`config.mk`:
```
export PLATFORM = sky130hd
export DESIGN_NAME = sha2_sigma_pipe
export DESIGN_NICKNAME = d
export VERILOG_FILES = /design/src/rtl/sha2_sigma_pipe.sv
export SDC_FILE = /design/constraint.sdc
export NUM_CORES = 1
export LEC_CHECK = 0
export BUFFER_PORTS_ARGS = -buffer_cell sky130_fd_sc_hd__buf_2
export CAP_MARGIN = 20
export CORE_ASPECT_RATIO = 0.5
export CORE_MARGIN = 5
export CORE_UTILIZATION = 35
export CTS_CLUSTER_DIAMETER = 60
export DETAILED_ROUTE_END_ITERATION = 6
export REMOVE_ABC_BUFFERS = 1
export SKIP_CTS_REPAIR_TIMING = 1
export SYNTH_ARGS = -nofsm -noshare
export SYNTH_HDL_FRONTEND = slang
export SYNTH_SLANG_ARGS = --single-unit
```
`constraint.sdc`:
```
create_clock -name clk -period 2.5 [get_ports clk]
set_clock_uncertainty 0.05 [all_clocks]
set_input_delay 0.5 -clock clk [delete_from_list [all_inputs] [get_ports clk]]
set_output_delay 0.5 -clock clk [all_outputs]
set_load 0.05 [all_outputs]
```
`src/rtl/sha2_sigma_pipe.sv`:
```
// Pipelined SHA-2 sigma unit: Σ0/Σ1/σ0/σ1 over LANES words of 32 or 64 bits,
// with a valid/ready handshake and a sideband tag carried alongside the data.
module sha2_sigma_pipe #(
  parameter int WIDTH  = 32,
  parameter int LANES  = 1,
  parameter int STAGES = 1,
  parameter int TAG_W  = 8
) (
  input  logic                   clk,
  input  logic                   rst,
  input  logic                   in_valid,
  output logic                   in_ready,
  input  logic [1:0]             in_mode,
  input  logic [TAG_W-1:0]       in_tag,
  input  logic [LANES*WIDTH-1:0] in_x,
  output logic                   out_valid,
  input  logic                   out_ready,
  output logic [TAG_W-1:0]       out_tag,
  output logic [LANES*WIDTH-1:0] out_y
);

  localparam bit W64 = (WIDTH == 64);

  localparam int BS0_A = W64 ? 28 : 2;
  localparam int BS0_B = W64 ? 34 : 13;
  localparam int BS0_C = W64 ? 39 : 22;
  localparam int BS1_A = W64 ? 14 : 6;
  localparam int BS1_B = W64 ? 18 : 11;
  localparam int BS1_C = W64 ? 41 : 25;
  localparam int SS0_A = W64 ? 1  : 7;
  localparam int SS0_B = W64 ? 8  : 18;
  localparam int SS0_C = W64 ? 7  : 3;
  localparam int SS1_A = W64 ? 19 : 17;
  localparam int SS1_B = W64 ? 61 : 19;
  localparam int SS1_C = W64 ? 6  : 10;

  typedef struct packed {
    logic [WIDTH-1:0] t0;
    logic [WIDTH-1:0] t1;
    logic [WIDTH-1:0] t2;
  } terms_t;

  function automatic logic [WIDTH-1:0] rotr(input logic [WIDTH-1:0] v, input int n);
    return (v >> n) | (v << (WIDTH - n));
  endfunction

  // The small sigmas use a plain shift as their third term, not a rotate.
  function automatic terms_t sigma_terms(input logic [1:0] mode, input logic [WIDTH-1:0] v);
    terms_t t;
    case (mode)
      2'd0:    t = '{rotr(v, BS0_A), rotr(v, BS0_B), rotr(v, BS0_C)};
      2'd1:    t = '{rotr(v, BS1_A), rotr(v, BS1_B), rotr(v, BS1_C)};
      2'd2:    t = '{rotr(v, SS0_A), rotr(v, SS0_B), v >> SS0_C};
      default: t = '{rotr(v, SS1_A), rotr(v, SS1_B), v >> SS1_C};
    endcase
    return t;
  endfunction

  function automatic logic [LANES*WIDTH-1:0] xor_terms(input terms_t [LANES-1:0] t);
    logic [LANES*WIDTH-1:0] r;
    r = '0;
    for (int l = 0; l < LANES; l++) begin
      r[l*WIDTH +: WIDTH] = t[l].t0 ^ t[l].t1 ^ t[l].t2;
    end
    return r;
  endfunction

  terms_t [LANES-1:0] in_terms;

  always_comb begin
    for (int l = 0; l < LANES; l++) begin
      in_terms[l] = sigma_terms(in_mode, in_x[l*WIDTH +: WIDTH]);
    end
  end

  logic                   out_valid_q;
  logic [TAG_W-1:0]       out_tag_q;
  logic [LANES*WIDTH-1:0] out_y_q;

  assign out_valid = out_valid_q;
  assign out_tag   = out_tag_q;
  assign out_y     = out_y_q;

  if (WIDTH != 32 && WIDTH != 64) begin : g_bad_width
    $error("sha2_sigma_pipe: WIDTH must be 32 or 64");
  end

  if (STAGES == 1) begin : g_one
    logic [LANES*WIDTH-1:0] y_d;

    assign y_d      = xor_terms(in_terms);
    assign in_ready = !out_valid_q || out_ready;

    // NOTE: clocked state uses non-blocking (<=) so every register samples
    // pre-edge values; blocking here would create order-dependent races.
    always_ff @(posedge clk or posedge rst) begin
      if (rst) begin
        out_valid_q <= 1'b0;
        out_tag_q   <= '0;
        out_y_q     <= '0;
      end else if (in_ready) begin
        out_valid_q <= in_valid;
        if (in_valid) begin
          out_tag_q <= in_tag;
          out_y_q   <= y_d;
        end
      end
    end
  end else if (STAGES == 2) begin : g_two
    logic                   s1_valid_q;
    logic [TAG_W-1:0]       s1_tag_q;
    terms_t [LANES-1:0]     s1_terms_q;
    logic                   s1_adv;
    logic                   s2_adv;
    logic [LANES*WIDTH-1:0] y_d;

    assign s2_adv   = !out_valid_q || out_ready;
    assign s1_adv   = !s1_valid_q || s2_adv;
    assign in_ready = s1_adv;
    assign y_d      = xor_terms(s1_terms_q);

    // NOTE: data registers are reset too, so an empty stage never carries X
    // into downstream logic; the extra reset fan-out is cheap at this size.
    always_ff @(posedge clk or posedge rst) begin
      if (rst) begin
        s1_valid_q <= 1'b0;
        s1_tag_q   <= '0;
        s1_terms_q <= '0;
      end else if (s1_adv) begin
        s1_valid_q <= in_valid;
        if (in_valid) begin
          s1_tag_q   <= in_tag;
          s1_terms_q <= in_terms;
        end
      end
    end

    always_ff @(posedge clk or posedge rst) begin
      if (rst) begin
        out_valid_q <= 1'b0;
        out_tag_q   <= '0;
        out_y_q     <= '0;
      end else if (s2_adv) begin
        out_valid_q <= s1_valid_q;
        if (s1_valid_q) begin
          out_tag_q <= s1_tag_q;
          out_y_q   <= y_d;
        end
      end
    end
  end else begin : g_bad_stages
    $error("sha2_sigma_pipe: STAGES must be 1 or 2");
  end

endmodule

```
Word level (Yosys, flattened, before mapping)
Cells that the tools add are included.
- flip-flop bits (word level): 41
- latch bits: 0
- bits in writable memories: 0
- ROM bits: 0
- input port bits: 46
- output and inout port bits: 42
- word-level logic and storage cells: 22
- memories kept: 0
- $add $sub $neg: 0
- $mul: 0
- divide/modulo/power cells: 0
- $lt $le $gt $ge: 0
- equal/unequal tests: 2
- shift-type cells: 0
- multiplexer cells: 1
- bitwise logic cells: 12
- reduce and logical (&&, ||, !) cells: 4
- operator list (kind ; count):
    $pmux 96 s3 ; 1
    $xor 32x32->32 ; 2
    $or 10x32->32 ; 1
    $or 13x32->32 ; 1
    $or 14x32->32 ; 1
    $or 15x32->32 ; 1
    $or 19x32->32 ; 1
    $or 21x32->32 ; 1
    $or 25x32->32 ; 1
    $or 26x32->32 ; 1
    $or 30x32->32 ; 1
    $or 7x32->32 ; 1
    $eq 2x1->1 const B ; 1
    $eq 2x2->1 const B ; 1
    $logic_not 2->1 ; 1
    $reduce_and 2->1 ; 1
    $logic_not 1->1 ; 1
    $logic_or 1x1->1 ; 1

Longest topological paths before layout
- depth after elaboration: 4
- mapped depth: 8
- mapped depth without buffers: 4

Least setup slack after synthesis
OpenSTA, ideal clock, no wires.
- kind: reg2reg
- start point: register out_valid_q (netlist: out_valid)
- end point: register out_tag_q[0] (netlist: out_tag[0])
- setup time: 0.125 ns
- data arrival time: 2.091 ns
- data required time: 2.325 ns
- path slack: 0.234 ns
- cell stages (with the launch flop): 5
- buffers on the path: 1
- period minus slack after synthesis: 2.266 ns
- cell sequence: dfrtp_1 -> nand2b_1 -> nand2_1 -> clkbuf_1 -> mux2_2
- longest elaborated chain between the ends: 3
- RTL lines (what ; RTL line ; text):
    from (decl) ; 76 ; logic out_valid_q;
    from (signal assigned) ; 102 ; out_valid_q <= in_valid;
    $logic_not 1->1 ; 92 ; assign in_ready = !out_valid_q || out_ready;
    $logic_or 1x1->1 ; 92 ;
    net in_ready ; 12 ; output logic in_ready,
    $reduce_and 2->1 (no line) ; -- ;
    to (signal assigned) ; 104 ; out_tag_q <= in_tag;
    to (decl) ; 77 ; logic [TAG_W-1:0] out_tag_q;
The timed path passes the listed nets, and every way through them passes these cells.
A chain may end at the register's enable or synchronous reset.

Final worst setup path
- start point: input port in_mode[0]
- end point: register out_y_q[10] (netlist: out_y[10])
- longest elaborated chain between the ends: 4
- elaborated cells on any way between the ends: 6
- those cells by class: eq/ne: 2; mux: 1; bitwise: 2; reduce/logical: 1
- RTL lines (what ; RTL line ; text):
    from (decl) ; 13 ; input logic [1:0] in_mode,
    $eq 2x2->1, or another cell as far along ; 50 ; case (mode)
    $pmux 96 s3 * ; 50 ;
    $xor 32x32->32 ; 63 ; r[l*WIDTH +: WIDTH] = t[l].t0 ^ t[l].t1 ^ t[l].t2;
    $xor 32x32->32 * ; 63 ;
    to (signal assigned) ; 105 ; out_y_q <= y_d;
    to (decl) ; 78 ; logic [LANES*WIDTH-1:0] out_y_q;
Mark *: on every way between the ends. The rest lies on a longest branch, timed or not.

==> summary.txt <==
Layout cell share with drive strength beyond 1: 50.0%
Post-synthesis mux area share: 46.8%
Critical Path End Type: flop
Peak Freq: 0.524 GHz
Core Box Area: 0.0127 mm²
RSZ-0062 raised after global routing: no
Routed len/inst: 23.1 µm
Core Util, Final: 40.5%
Post-route DRC: 0
Synth Area in Adders: 0%
First-pass GRT wire length: 21.0 mm
Fin worst setup slack: 0.592 ns
Pre-CTS WS: 0.289 ns
Rows: 29
Total Routed Length: 13.2 mm
Vias after detailed routing: 3376
Largest net degree at the start of global routing: 42
Io pins: 88
TritonCTS clock tree: built
CTS buffer count: 5
Compound-Gate Fraction of Synth Area: 4.12%
Sequential area share after synthesis: 22.7%
CTS root buffer: clkbuf_16
Period utilisation layout: 76.3%
Tot GR Track Use: 17.5%
Seq cells post-synth: 41
Critical path peak fanout: 21
Layout overhead on the synthesized area: 13.4%
Mapped Cells: 344
Startpoint types: input port
Min Hold Slack: 0.295 ns
Routed Antenna Nets: 0
Clock transition at path regs: 0.06 ns
Worst skew pair latency: 0.29 ns
WS Path Type: in -> reg
CP max stage cell: mux4_2
WP data arrival: 2.02 ns
Ant diodes: 0
Fillers: 1179
Mapped Area: 0.00453 mm²
CP peak stage delay: 0.53 ns
Die width: 171 µm
Hold Vio Cnt, Final: 0
Rel. slew slack: 62.5%
Initial antenna violation count: 0
Drt initial violations: 393
Synth cell types: 23
Synth Warn #: 0
Worst path bufs/invs: 2
# port buffers: 87
Initial core utilization: 35.7%
Top delay family on crit path: multiplexers
Fin crit period: 1.91 ns
Worst min-delay path class: in -> async
Final #Nets: 447
H-tree levels: 2
Lkg Pwr: 2.10 nW
Maxcap violations: 0
CTS max path bufs: 2
Status: complete, no violations
Global route overflow: 0
Final Setup Violations: 0
DRT Pass-1 Iters: 5
Simple-gate area share of the yosys netlist: 3.40%
Die H: 90.4 µm
Worst EP required: 2.62 ns
Avg Synthesized Cell Area: 13.2 µm²
Num Clock Sinks: 41
P per Cell Area: 635 mW/mm²
DIE AREA: 0.0154 mm²
Vias in the first global route: 3490
Largest family of logic cells by synthesized area: multiplexers
Vias/cell: 5.90
Slew Limit Fails: 0
Post-Synth XOR/XNOR Area: 14.3%
Worst IR drop on VDD: 0.239 mV
HPWL after DPL: 8.70 mm
Routability cong.: 0.793
Worst-path cell chain: buf_4, buf_12, mux4_2, xor2_1, xnor2_1, o21ai_1
Worst slew pin tran: 0.563 ns
Yosys cell counts (all sizes together):
cell,count,area (µm²)
buf,23,255
clkbuf,36,135
dfrtp,41,1030
inv,1,3.75
mux2,8,90.1
mux2i,6,60.1
mux4,86,1970
nand2,33,124
nand2b,2,12.5
nor2,3,11.3
nor2b,1,6.26
o21ai,32,160
o2bb2ai,3,26.3
xnor2,29,254
xnor3,3,67.6
xor2,37,324
area by class of cell:
class / count / area (µm²) / share of cell area (%)
flip-flops and latches: 41 / 1030 / 20.0
clock inverters: 2 / 10.0 / 0.195
inverters: 1 / 3.75 / 0.0731
clock buffers: 6 / 129 / 2.51
repair buffers: 109 / 643 / 12.5
multi-input cells: 243 / 3110 / 60.6
well taps: 170 / 213 / 4.14
worst paths after layout:
check	start	endpoint	slack (ns)	cells past startpoint
max	in_mode[0]	out_y[10]$_DFFE_PP0P_	0.59	6
min	rst	out_y[24]$_DFFE_PP0P_	0.30	3
max reg2reg	out_valid$_DFFE_PP0N_	out_y[29]$_DFFE_PP0P_	1.13	4
min reg2reg	out_y[24]$_DFFE_PP0P_	out_y[24]$_DFFE_PP0P_	0.43	2
max in group asynchronous	rst	out_y[23]$_DFFE_PP0P_	1.72	3
min in group clk	in_tag[7]	out_tag[7]$_DFFE_PP0P_	0.37	2
report_power, final:
part	total [mW]	switching (mW)	internal, mW
clock	0.651	0.284	0.368
combinational	1.71	1.11	0.603
sequential	0.896	0.0752	0.821
registers in the layout (all words and copies together) (netlist names):
name / count
out_tag: 8
out_valid: 1
out_y: 32
cells in the final DEF (no fill, tap or decap), types with 5 or more instances in the layout:
cell type / count
buf_2: 85
buf_4: 21
clkbuf_16: 5
dfrtp_1: 41
mux2_2: 6
mux2i_1: 6
mux4_1: 9
mux4_2: 77
nand2_1: 32
o21ai_1: 32
xnor2_1: 29
xor2_1: 37
stage by stage:
step	TNS, ns	cell area (µm²)	total power [mW]	cells
finish	0	5130	3.26	572
global route	0	5130	3.44	572
CTS	0	5130	3.30	572
detailed placement	0	4990	2.63	564
global placement	0	4990	2.61	564
floorplan	-11.73	4140	2.11	285
tightest hold or removal path: stages:
cell and delay, ns:
buf_2 0.10, inv_2 0.03, buf_4 0.46
layer usage:
metal,part of all wire [%],vias up,track usage [%],wire length [µm]
li1,-,1415,-,-
met1,41,1758,24.7,5390
met2,49,178,27.4,6450
met3,8.7,25,3.89,1150
met4,1.6,0,4.61,215
met5,0,-,0,0
logic make-up after synthesis:
| family | after synthesis |
|---|---|
| XOR/XNOR | 69 |
| AO/OA/AOI/OAI | 35 |
| buffers and inverters | 60 |
| flip-flops | 41 |
| multiplexers | 100 |
| AND/OR/NAND/NOR | 39 |
Note: power is estimated with default switching activity, not from simulation.
